[src/rtl/snes_pkg.sv]
// Shared definitions for the SNES gamepad reader: report geometry,
// button bit positions inside snes_data, and the frame FSM encoding.
package snes_pkg;

  localparam int SNES_BITS = 16;
  localparam int SNES_BTNS = 12;

  localparam int BTN_B      = 0;
  localparam int BTN_Y      = 1;
  localparam int BTN_SELECT = 2;
  localparam int BTN_START  = 3;
  localparam int BTN_UP     = 4;
  localparam int BTN_DOWN   = 5;
  localparam int BTN_LEFT   = 6;
  localparam int BTN_RIGHT  = 7;
  localparam int BTN_A      = 8;
  localparam int BTN_X      = 9;
  localparam int BTN_L      = 10;
  localparam int BTN_R      = 11;

  typedef enum logic [2:0] {
    ST_IDLE  = 3'd0,
    ST_LATCH = 3'd1,
    ST_GAP   = 3'd2,
    ST_LOW   = 3'd3,
    ST_HIGH  = 3'd4,
    ST_DONE  = 3'd5
  } snes_state_t;

endpackage

[src/rtl/snes_controller_reader_if.sv]
// Pad side (latch/clk/serial) and CPU side (buttons, valid, connected)
// of the SNES reader. master = the reader, slave = pad + CPU.
interface snes_controller_reader_if;

  logic                           snes_serial;
  logic                           snes_latch;
  logic                           snes_clk;
  logic [snes_pkg::SNES_BTNS-1:0] snes_data;
  logic                           data_valid;
  logic                           connected;

  modport master (
    input  snes_serial,
    output snes_latch,
    output snes_clk,
    output snes_data,
    output data_valid,
    output connected
  );

  modport slave (
    output snes_serial,
    input  snes_latch,
    input  snes_clk,
    input  snes_data,
    input  data_valid,
    input  connected
  );

endinterface

[src/rtl/sync_2ff.sv]
// Two-flop synchronizer for asynchronous level inputs.
module sync_2ff #(
  parameter int WIDTH = 1
) (
  input  logic             clk,
  input  logic             reset,
  input  logic [WIDTH-1:0] d,
  output logic [WIDTH-1:0] q
);

  logic [WIDTH-1:0] meta;

  // Two register stages give metastability time to resolve.
  always_ff @(posedge clk or posedge reset) begin
    if (reset) begin
      meta <= '0;
      q    <= '0;
    end else begin
      meta <= d;
      q    <= meta;
    end
  end

endmodule

[src/rtl/snes_controller_reader.sv]
// Autonomous SNES gamepad poller: pulses latch, clocks out 16 bits,
// publishes the first 12 as active-high buttons once per frame.
module snes_controller_reader
  import snes_pkg::*;
#(
  parameter int HALF_CYCLES = 300,
  parameter int POLL_CYCLES = 833333
) (
  input  logic                      clk,
  input  logic                      reset,
  snes_controller_reader_if.master  bus
);

  localparam int HC_W = $clog2(2 * HALF_CYCLES);
  localparam int PC_W = (POLL_CYCLES > 1) ? $clog2(POLL_CYCLES) : 1;
  localparam int BC_W = $clog2(SNES_BITS);

  localparam logic [HC_W-1:0] HC_HALF_LAST  = HC_W'(HALF_CYCLES - 1);
  localparam logic [HC_W-1:0] HC_LATCH_LAST = HC_W'(2 * HALF_CYCLES - 1);
  localparam logic [PC_W-1:0] POLL_LAST     = PC_W'(POLL_CYCLES - 1);
  localparam logic [BC_W-1:0] BC_LAST       = BC_W'(SNES_BITS - 1);

  snes_state_t          state, next_state;
  logic [HC_W-1:0]      hc;
  logic [BC_W-1:0]      bc;
  logic [PC_W-1:0]      poll_cnt;
  logic                 poll_wrap;
  logic                 start_pend;
  logic                 hc_last;
  logic                 sample_en;
  logic                 serial_s;
  logic [SNES_BITS-1:0] shift;

  sync_2ff #(.WIDTH(1)) u_sync (
    .clk   (clk),
    .reset (reset),
    .d     (bus.snes_serial),
    .q     (serial_s)
  );

  assign poll_wrap = (poll_cnt == POLL_LAST);
  assign hc_last   = (state == ST_LATCH) ? (hc == HC_LATCH_LAST) : (hc == HC_HALF_LAST);
  assign sample_en = (state == ST_LOW) && (hc == '0);

  // Free-running poll timer; a wrap that lands mid-frame is remembered until IDLE.
  always_ff @(posedge clk or posedge reset) begin
    if (reset) begin
      poll_cnt   <= '0;
      start_pend <= 1'b0;
    end else begin
      poll_cnt <= poll_wrap ? '0 : poll_cnt + 1'b1;
      if (state == ST_IDLE)
        start_pend <= 1'b0;
      else if (poll_wrap)
        start_pend <= 1'b1;
    end
  end

  // FSM state register with the half-period and bit counters.
  always_ff @(posedge clk or posedge reset) begin
    if (reset) begin
      state <= ST_IDLE;
      hc    <= '0;
      bc    <= '0;
    end else begin
      state <= next_state;
      hc    <= (next_state != state) ? '0 : hc + 1'b1;
      if (state == ST_GAP)
        bc <= '0;
      else if ((state == ST_HIGH) && hc_last)
        bc <= bc + 1'b1;
    end
  end

  // Next-state logic for one latch/shift frame.
  always_comb begin
    next_state = state;
    case (state)
      ST_IDLE:  if (poll_wrap || start_pend) next_state = ST_LATCH;
      ST_LATCH: if (hc_last) next_state = ST_GAP;
      ST_GAP:   if (hc_last) next_state = ST_LOW;
      ST_LOW:   if (hc_last) next_state = ST_HIGH;
      ST_HIGH:  if (hc_last) next_state = (bc == BC_LAST) ? ST_DONE : ST_LOW;
      ST_DONE:  next_state = ST_IDLE;
      default:  next_state = ST_IDLE;
    endcase
  end

  // Capture each inverted bit on the falling edge of snes_clk.
  always_ff @(posedge clk or posedge reset) begin
    if (reset)
      shift <= '0;
    else if (sample_en)
      shift[bc] <= ~serial_s;
  end

  // Registered pad and CPU outputs; pad lines follow the upcoming state so they are glitch-free.
  always_ff @(posedge clk or posedge reset) begin
    if (reset) begin
      bus.snes_latch <= 1'b0;
      bus.snes_clk   <= 1'b1;
      bus.snes_data  <= '0;
      bus.data_valid <= 1'b0;
      bus.connected  <= 1'b0;
    end else begin
      bus.snes_latch <= (next_state == ST_LATCH);
      bus.snes_clk   <= (next_state != ST_LOW);
      bus.data_valid <= (state == ST_DONE);
      if (state == ST_DONE) begin
        bus.snes_data <= shift[BTN_R:BTN_B];
        bus.connected <= &(~shift[SNES_BITS-1:SNES_BTNS]);
      end
    end
  end

endmodule

[src/flat_wrapper.sv]
// flat-port wrapper written by rule: the top's interface ports become plain ports
module snes_controller_reader_flat import snes_pkg::*;
#(
  parameter int HALF_CYCLES = 300,
  parameter int POLL_CYCLES = 833333
)
  (clk, reset, bus_snes_serial, bus_snes_latch, bus_snes_clk, bus_snes_data, bus_data_valid, bus_connected);
  snes_controller_reader_if bus_i ();
  input  logic clk;
  input  logic reset;
  input wire logic [$bits(bus_i.snes_serial)-1:0] bus_snes_serial;
  output wire logic [$bits(bus_i.snes_latch)-1:0] bus_snes_latch;
  output wire logic [$bits(bus_i.snes_clk)-1:0] bus_snes_clk;
  output wire logic [$bits(bus_i.snes_data)-1:0] bus_snes_data;
  output wire logic [$bits(bus_i.data_valid)-1:0] bus_data_valid;
  output wire logic [$bits(bus_i.connected)-1:0] bus_connected;
  assign bus_i.snes_serial = bus_snes_serial;
  assign bus_snes_latch = bus_i.snes_latch;
  assign bus_snes_clk = bus_i.snes_clk;
  assign bus_snes_data = bus_i.snes_data;
  assign bus_data_valid = bus_i.data_valid;
  assign bus_connected = bus_i.connected;
  snes_controller_reader #(.HALF_CYCLES(HALF_CYCLES), .POLL_CYCLES(POLL_CYCLES)) u_core (.clk(clk), .reset(reset), .bus(bus_i));
endmodule
[config.mk]
export PLATFORM = sky130hd
export DESIGN_NAME = snes_controller_reader_flat
export DESIGN_NICKNAME = d
export VERILOG_FILES = /design/src/rtl/snes_pkg.sv /design/src/rtl/snes_controller_reader_if.sv /design/src/rtl/sync_2ff.sv /design/src/rtl/snes_controller_reader.sv /design/src/flat_wrapper.sv
export SDC_FILE = /design/constraint.sdc
export NUM_CORES = 1
export LEC_CHECK = 0
export CORE_ASPECT_RATIO = 2
export CORE_MARGIN = 2
export CORE_UTILIZATION = 53
export DETAILED_ROUTE_END_ITERATION = 10
export PLACE_DENSITY = 0.73
export SLEW_MARGIN = 10
export SYNTH_ARGS = -nofsm -noshare
export SYNTH_HDL_FRONTEND = slang
export SYNTH_SLANG_ARGS = --single-unit
[constraint.sdc]
create_clock -name clk -period 2.39 [get_ports clk]
set_input_delay 0.478 -clock clk [delete_from_list [all_inputs] [get_ports clk]]
set_output_delay 0.478 -clock clk [all_outputs]
set_load 0.03 [all_outputs]
==> results.md, run 1 <==
- Status: finished, final reports clean
- Clk sinks: 72
- Synth Warn #: 0
- Power share of the sequential group: between 40% and 50%
- Area of the mapped netlist: about 3500 sq um
- Via-to-Cell Ratio: 5.592
- Initial antenna violation count: 0
- Root Buffer Master: clkbuf_16
- Max frequency: ~450 MHz
- Post-synth EDFFs: 0
- First-pass detailed-route iteration total: 4
- Ys flop type: dfrtp_1
- Asr flop ratio synth: 100.0%
- Syn avg cell area: ~10 sq um
- Post-route ant nets: 0
- Clock skew: 6.425 ps
- Core Box Area: roughly 6300 sq um
- Clk pin slew, worst setup/hold paths: approximately 60 ps
- Setup slack after layout: ~160 ps
- Worst Path Max Fanout: 7
- Max-slew violation count: 0
- Reg2reg start: u_core.hc[6]
- Peak VDD IR: ~0.51 mV
- Critical Path RT: between 2000 and 3000 ps
- Largest net degree at the start of global routing: 73
- Power per cell area: 673.5 nW/um^2
- Grt total ovfl: 0
- Clock Latency Late Sink: ~340 ps
- Die width: around 61 um
- Sw Share: 19.61%
- Initial Util: between 50% and 60%
- DRC viols: 0
- Syn-to-layout area delta: 20.27%
- WHS Endpoint: u_core.u_sync.q
- Syn_nets: 352
- Port Buffers: 18
- Routed Wire Length: 7407 um
- Number of global-route vias before repair: about 2700
- Fraction of layout cells with a size suffix above 1: between 10 and 15%
- Sequential cell area fraction in the yosys report: between 50% and 60%
- Slowest stage delay, CP: approximately 450 ps
- Fin crit period: 2233 ps
- Die Y: 118.1 um
- Setup TNS: 0 ps
- CTS tree: done
- Antenna diodes: 0
- DP Worst Slack: about 140 ps
- Row Count: between 40 and 50
- Initial DRC Count: about 130
- Clk buf depth: 2
- GRT Util Overall: 23.13%
- Fin cells: about 460
- Worst slew margin: between 40% and 50%
- Worst hold start: u_core.u_sync.meta
- Via Count: around 2600
- Worst EP arrival: roughly 2500 ps
- RSZ-0062 raised after global routing: no
- Worst path slowest cell: a2111oi_4
- Total placed cells including tap cells: 447
- Synth Register Bits: between 70 and 80
- Synthesized instance count: between 300 and 400
- Commonest non-fill, non-tap cell in the layout: dfrtp_1
- CTS H-Tree Depth: 3
- Num CTS Buffers: 9
- Crit-path cells: or3b_4 -> a2111oi_4 -> buf_4 -> nand2_4 -> o41ai_1 -> a32o_1
- First-pass GRT wire length: 12470 um
- DIE AREA: about 7000 sq um
- Most frequent cells in the layout: 71 x dfrtp_1, 55 x nand2_1, 37 x nor2_1, 20 x o21ai_0, 18 x clkdlybuf4s50_1
- GP Congestion: around 0.9
- Worst Setup SP: u_core.hc[6]
- Setup slack, reg-to-reg: roughly 160 ps
- Synth cell types: 58
- Crit Path Category: flip-flop to flip-flop
- Wire per inst: ~16 um
- Final nets: between 300 and 400
- Core Util, Final: between 60% and 70%
- Max cap viols: 0
- Slew @ Worst Pin: 850.2 ps
- Psw: roughly 0.00055 W
- Gate power share: around 1.1%
- Hold Crit Depth: 0
- # setup viols final: 0
- Leak: just under 2 nW
- # IOs: 19
- Final hold vios: 0
- Clock network power share: 55.1%
- P_int: 0.002247 W
- Class of the worst hold path: flip-flop to flip-flop
- Crit start category: flip-flop
- Final Cycle Share: between 90% and 100%
- CP Capture Type: flip-flop
- DP Wirelength: 5099 um
- Critical R2R Capture: u_core.bc[2]
- FF-to-FF path depth: 6
cells by family (layout without fill, tap and decap cells):
family | count (synthesis) | in the layout | share of synthesized area (%)
and+or+nand+nor | 146 | 146 | 20.23
DFF | 72 | 72 | 52.25
AOI/OAI and AO/OA | 62 | 62 | 14.40
buffers and inverters | 27 | 63 | 3.517
xor gates and xnor gates | 24 | 24 | 6.091
adders and majority gates | 8 | 8 | 2.901
muxes | 2 | 2 | 0.6164
sequential cells by signal (all words and copies together) (netlist names):
| signal | count |
|---|---|
| u_core.poll_cnt | 20 |
| u_core.hc | 10 |
| u_core.shift | 16 |
| u_core.start_pend | 1 |
| u_core.u_sync.q | 1 |
| u_core.bc | 4 |
| u_core.u_sync.meta | 1 |
| u_core.bus.connected | 1 |
| u_core.bus.snes_clk | 1 |
| u_core.bus.snes_latch | 1 |
| u_core.state | 3 |
| u_core.bus.data_valid | 1 |
| u_core.bus.snes_data | 12 |
worst max-delay path: cells and delay by family, from the launching register on:
kind	cells	cell delay, ps
AO/OA/AOI/OAI	3	1020
buffers and inverters	1	220
flip-flops	1	420
AND/OR/NAND/NOR	2	520
stage by stage:
step | area, sq um | total power, W | hold WS (ps)
2_1_floorplan | 3451 | 0.001265 | 331.2
3_3_place_gp | 3791 | 0.001279 | 333.8
3_5_place_dp | 3791 | 0.001279 | 343.6
4_1_cts | 4136 | 0.002811 | 357.0
5_1_grt | 4150 | 0.002877 | 369.1
6_report | 4150 | 0.002795 | 354.8
final cells by class:
cell class                 instances  area, sq um
inverter                          15        56.30
clock inverter                     7        120.1
timing repair buffer              32        297.8
clock buffer                       9        225.2
multi-input combinational        242         1540
tap                               86        107.6
sequential                        72         1803
fill                             494         2160
repair_timing:
action / 4_1_cts / 5_1_grt
gates resized for setup: 0 / 3
hold buffers: 0 / 0
buffers inserted: 0 / 0
setup endpoints to repair: 0 / 7
routing by layer:
layer	vias up	wire, um	track usage (%)
li1	1250	-	-
met1	1260	2646	23.00
met2	58	4231	40.69
met3	21	204	5.604
met4	0	325	12.91
met5	-	0	0
power groups by stage:
stage | clock (W) | sequential [W] | combinational (W)
final | 0.00154 | 0.00123 | 0.0000301
after global routing | 0.00162 | 0.00123 | 0.0000358
after CTS | 0.00155 | 0.00123 | 0.0000320
after detailed placement | 0 | 0.00125 | 0.0000321
after global placement | 0 | 0.00125 | 0.0000318
after floorplan | 0 | 0.00124 | 0.0000212
Yosys cell counts, types with 2 or more instances:
| cell type | n | area share, % |
|---|---|---|
| and2_1 | 3 | 0.54 |
| or2_2 | 2 | 0.36 |
| nor3b_1 | 2 | 0.43 |
| o31ai_1 | 16 | 3.5 |
| o22ai_1 | 3 | 0.54 |
| nand4_1 | 4 | 0.73 |
| nor2_1 | 37 | 4.0 |
| nand2b_1 | 2 | 0.36 |
| xor2_1 | 10 | 2.5 |
| o21ai_0 | 20 | 2.9 |
| a211oi_1 | 4 | 0.87 |
| and3_1 | 5 | 0.91 |
| a32oi_1 | 2 | 0.51 |
| or4b_2 | 2 | 0.58 |
| buf_6 | 2 | 0.65 |
| ha_1 | 8 | 2.9 |
| a22oi_1 | 2 | 0.43 |
| clkbuf_1 | 7 | 0.76 |
| nand3_1 | 13 | 1.9 |
| xnor2_1 | 14 | 3.6 |
| dfrtp_1 | 71 | 51 |
| nor4_1 | 4 | 0.73 |
| inv_1 | 15 | 1.6 |
| nor3_1 | 5 | 0.73 |
| nand2_1 | 55 | 6.0 |
worst max path at each step:
stage / end / depth (start not counted) / slack [ps]
finish: u_core.bc[2] / 6 / 160
global route: u_core.hc[5] / 7 / 20
floorplan: u_core.bc[0] / 1 / 90
global placement: u_core.hc[5] / 6 / 190
CTS: u_core.hc[5] / 5 / 130
detailed placement: u_core.hc[5] / 5 / 140
Power figures use the tool's default switching activity.
==> inputs of run 2 (changes only) <==
==> constraint.sdc (replaced) <==
create_clock -name clk -period 2.39 [get_ports clk]
set_input_delay 0.3585 -clock clk [delete_from_list [all_inputs] [get_ports clk]]
set_output_delay 0.3585 -clock clk [all_outputs]
set_load 0.03 [all_outputs]
==> run 2 against run 1 <==
Net effect:
- sequential share of layout area up 0.54 points
- non-clock buffer count unchanged
- wire length down 5.7%
- via count down 1.4%
- power down 7.6%
- critical path depth down 1
- largest power group unchanged
- sequential power about the same
==> results.md, run 2 (synthesis gave the netlist of run 1 again) <==
- Wire per inst: 15.08 um
- Crit Path Category: flip-flop to flip-flop
- Core Box Area: approximately 6300 sq um
- Total placed cells including tap cells: between 400 and 500
- Power per cell area: about 630 nW/um^2
- First-pass detailed-route iteration total: 4
- Total power: 0.002583 W
- Most frequent cells in the layout: 71 x dfrtp_1, 55 x nand2_1, 37 x nor2_1, 20 x o21ai_0, 18 x clkdlybuf4s50_1
- CP Capture Type: flip-flop
- Final Cycle Share: 93.21%
- GP Congestion: slightly above 0.9
- Max reg flops: 20
- Via-to-Cell Ratio: roughly 5.5
- Row Count: 41
- Peak VDD IR: roughly 0.46 mV
- Post-route ant nets: 0
- Fin cells: approximately 460
- Max-slew violation count: 0
- Number of global-route vias before repair: 2542
- Clk sinks: between 70 and 80
- Worst Path Max Fanout: 6
- Grt total ovfl: 0
- Filler cells: 520
- Root Buffer Master: clkbuf_16
- Antenna diodes: 0
- Max frequency: ~450 MHz
- Clock skew: 6.970 ps
- Fin crit period: 2228 ps
- Status: finished, final reports clean
- First-pass GRT wire length: 11960 um
- # setup viols final: 0
- Leak: 1.907 nW
- Max cap viols: 0
- Post-CTS Setup Bufs: 0
- CTS tree: done
- Syn-to-layout area delta: 18.78%
- Slew @ Worst Pin: 874.4 ps
- Num CTS Buffers: 9
- DIE AREA: about 7000 sq um
- Die Y: between 100 and 150 um
- Top flop regs: u_core.poll_cnt x20, u_core.shift x16, u_core.bus.snes_data x12
- GRT Util Overall: between 20% and 30%
- Via Count: 2554
- Worst EP arrival: 2430 ps
- Hold-fix buffers, CTS: 0
- Fraction of layout cells with a size suffix above 1: between 10% and 20%
- Clock Latency Late Sink: between 300 and 400 ps
- DP Wirelength: 5022 um
- Commonest non-fill, non-tap cell in the layout: dfrtp_1
- Largest net degree at the start of global routing: 73
- CTS H-Tree Depth: 3
- Routed Wire Length: between 6000 and 7000 um
- Crit start category: flip-flop
- Largest Register: u_core.poll_cnt
- Final hold vios: 0
- DRC viols: 0
- Setup TNS: 0 ps
- Clk pin slew, worst setup/hold paths: roughly 50 ps
- Final nets: between 300 and 400
- # IOs: 19
- Critical Path RT: approximately 2600 ps
- Initial DRC Count: roughly 150
- Port Buffers: 18
- Class of the worst hold path: flip-flop to flip-flop
- FF-to-FF path depth: 5
- Initial Util: 54.69%
- Hold Crit Depth: 0
- RSZ-0062 raised after global routing: no
- Die width: slightly above 60 um
- Initial antenna violation count: 0
- Worst slew margin: between 40% and 50%
- Clk buf depth: 2
-- run 2: layout make-up --
class / instances / area, sq um / area share [%]
inverter: 15 / 56.30 / 1.374
sequential: 72 / 1803 / 43.99
clock inverter: 5 / 56.30 / 1.374
clock buffer: 11 / 242.7 / 5.922
multi-input combinational: 242 / 1535 / 37.45
tap: 86 / 107.6 / 2.625
timing repair buffer: 32 / 297.8 / 7.265
-- run 2: repair_timing --
item | in CTS | in global routing
resized for setup | 0 | 2
endpoints found under the setup margin | 0 | 9
endpoints found under the hold margin | 0 | 0
-- run 2: routing by layer --
metal | GRT usage, % | share of wire [%] | vias to the layer above
li1 | - | - | 1258
met2 | 38.43 | 57 | 50
met1 | 23.48 | 37 | 1228
met4 | 12.09 | 3.7 | 0
met3 | 5.165 | 2.7 | 18
met5 | 0 | 0 | -
-- run 2: critical path, stage by stage, from the launching register on --
cell and delay [ps]:
dfrtp_1 400, or4b_2 680, nor3_1 300, a2111oi_0 260, a211oi_4 380, nor2_1 90
-- run 2: power breakdown --
part           leakage [nW]  switching (W)   total, W  internal, W
combinational         0.792      0.0000234  0.0000298   0.00000646
sequential            0.969     0.00000404    0.00123      0.00122
clock                 0.145       0.000494    0.00133     0.000834
-- run 2: metrics by stage --
stage	hold WS [ps]	utilization (%)	setup slack [ps]	instance area (sq um)
after floorplan	331.2	-	203.7	3451
after CTS	357.8	64.82	146.6	4090
after global routing	376.9	64.96	19.67	4099
final	354.0	64.96	162.4	4099
after detailed placement	345.2	60.08	156.2	3791
after global placement	333.6	60.08	179.3	3791
-- run 2: worst paths after layout --
check,slack (ps),from,end
max,160,u_core.poll_cnt[14],u_core.hc[5]
min,350,u_core.u_sync.meta,u_core.u_sync.q
max reg2reg,160,u_core.poll_cnt[14],u_core.hc[5]
min reg2reg,350,u_core.u_sync.meta,u_core.u_sync.q
max in group asynchronous,1640,reset,u_core.bus.snes_clk
min in group asynchronous,420,reset,u_core.bus.snes_data[0]
==> inputs of run 3 (changes only) <==
CORE_MARGIN = 4   (was 2)
CORE_UTILIZATION = 59   (was 53)
PLACE_DENSITY = 0.77   (was 0.73)
SETUP_SLACK_MARGIN = 0.15   (was unset)
clock period = 2.3 ns   (was 2.39 ns; I/O delays follow)
==> run 3 against run 2 <==
Net effect:
- worst hold slack lost 37 ps
- core utilization increased by 6.5 points
- clock power fell by 9%
- via count rose by 2.0%
- final area down 0.49%
- critical endpoint is now u_core.shift[6]
==> results.md, run 3 (synthesis gave the netlist of run 1 again) <==
- Max cap viols: 0
- Initial DRC Count: approximately 130
- Critical Path RT: ~2500 ps
- Via-to-Cell Ratio: 5.896
- Clock skew: 6.191 ps
- FF-to-FF path depth: 7
- Row Count: 39
- Clock Latency Late Sink: roughly 330 ps
- Peak VDD IR: approximately 0.72 mV
- Setup slack, reg-to-reg: ~210 ps
- Wire per inst: ~16 um
- Via Count: ~2600
- Hold-fix buffers, CTS: 0
- Max-slew violation count: 0
- Fin cells: between 400 and 500
- Fraction of layout cells with a size suffix above 1: 15.22%
- Die width: between 60 and 70 um
- CP Capture Type: flip-flop
- RSZ-0062 raised after global routing: yes
- Worst Setup SP: u_core.hc[6]
- Syn-to-layout area delta: 18.20%
- Clk sinks: 72
- Final nets: 388
- First-pass detailed-route iteration total: 6
- Antenna diodes: 0
- Total placed cells including tap cells: about 420
- CTS H-Tree Depth: 3
- GRT Util Overall: between 20% and 30%
- Root Buffer Master: clkbuf_16
- Initial Util: 60.44%
- Die Y: 116.2 um
- Post-route ant nets: 0
- Worst EP arrival: 2280 ps
- Worst slew margin: 60.55%
- Largest Register: u_core.poll_cnt
- DIE AREA: between 7000 and 8000 sq um
- GP Congestion: approximately 0.9
- Max frequency: around 480 MHz
- Power per cell area: 616.9 nW/um^2
- Crit start category: flip-flop
- Final Cycle Share: just over 90%
- Class of the worst hold path: input pin to async pin
- Grt total ovfl: 0
- DP Wirelength: ~5300 um
- # IOs: 19
- Setup TNS: 0 ps
- Commonest non-fill, non-tap cell in the layout: dfrtp_1
- First-pass GRT wire length: roughly 12000 um
- Clk pin slew, worst setup/hold paths: ~60 ps
- Worst Path Max Fanout: 8
- Filler cells: ~450
- Initial antenna violation count: 0
- Num CTS Buffers: 9
- Number of global-route vias before repair: 2595
- CTS tree: done
- Critical path endpoint: u_core.shift[6]
- Fin crit period: roughly 2100 ps
- Largest net degree at the start of global routing: 62
- Port Buffers: 18
- Reg2reg start: u_core.hc[6]
- Slew @ Worst Pin: 576.9 ps
- Critical R2R Capture: u_core.shift[6]
- Status: finished, final reports clean
- Top flop regs: u_core.poll_cnt x20, u_core.shift x16, u_core.bus.snes_data x12
- Clk buf depth: 2
- Max reg flops: 20
- Most frequent cells in the layout: 71 x dfrtp_1, 54 x nand2_1, 37 x nor2_1, 20 x o21ai_0
- Routed Wire Length: between 7000 and 8000 um
- DRC viols: 0
- Leak: between 1.5 and 2 nW
- Crit Path Category: flip-flop to flip-flop
- Final hold vios: 0
- # setup viols final: 0
- Core Box Area: 5709 sq um
-- run 3: power by group --
group	switching, W	internal (W)	total, W
Combinational	0.0000245	0.00000683	0.0000313
Clock	0.000494	0.000717	0.00121
Sequential	0.00000413	0.00127	0.00127
-- run 3: critical path, cell delays in order, from the launching register on --
cell	delay (ps)
dfrtp_1	390
buf_4	160
nor4_1	300
buf_4	190
and4_1	290
nand2_1	240
o21ai_0	270
o31ai_1	120
-- run 3: metal layers --
layer  track usage, %  part of all wire, %  vias up  wire, um
met5                0                    0        -         0
met4            14.02                  4.3        0       306
met3            4.867                  3.3       19       234
met2            39.27                   56       53      3999
met1            25.15                   37     1266      2653
li1                 -                    -     1268         -
-- run 3: repair_timing --
item / in CTS / in global routing
pin swaps: 2 / 4
buffers inserted: 1 / 2
setup endpoints to repair: 9 / 38
resized for setup: 1 / 6
hold endpoints to repair: 0 / 0
-- run 3: how the worst min path moves through the flow --
stage | start | to | slack (ps) | depth (start not counted)
2_1_floorplan | u_core.u_sync.meta | u_core.u_sync.q | 330 | 0
3_3_place_gp | u_core.u_sync.meta | u_core.u_sync.q | 330 | 0
3_5_place_dp | u_core.u_sync.meta | u_core.u_sync.q | 340 | 0
4_1_cts | reset | u_core.poll_cnt[1] | 310 | 2
5_1_grt | reset | u_core.poll_cnt[1] | 330 | 2
6_report | reset | u_core.poll_cnt[0] | 320 | 2
-- run 3: layout make-up --
type                       count  area (sq um)  area share [%]
sequential                    72          1803           44.20
multi-input combinational    242          1549           37.98
timing repair buffer          37         335.3           8.221
clock buffer                  11         232.7           5.706
tap                           61         76.32           1.871
inverter                      15         60.06           1.472
clock inverter                 4         22.52          0.5521
-- run 3: through the flow --
step | area [sq um] | worst slack, ps | power (W) | hold slack (ps) | util [%]
2_1_floorplan | 3455 | 167.0 | 0.001314 | 331.2 | -
3_3_place_gp | 3779 | 95.78 | 0.001329 | 332.7 | 66.18
3_5_place_dp | 3779 | 5.189 | 0.001329 | 337.1 | 66.18
4_1_cts | 4043 | 158.6 | 0.002536 | 309.7 | 70.81
5_1_grt | 4079 | 97.88 | 0.002608 | 334.9 | 71.44
6_report | 4079 | 210.6 | 0.002516 | 317.0 | 71.44
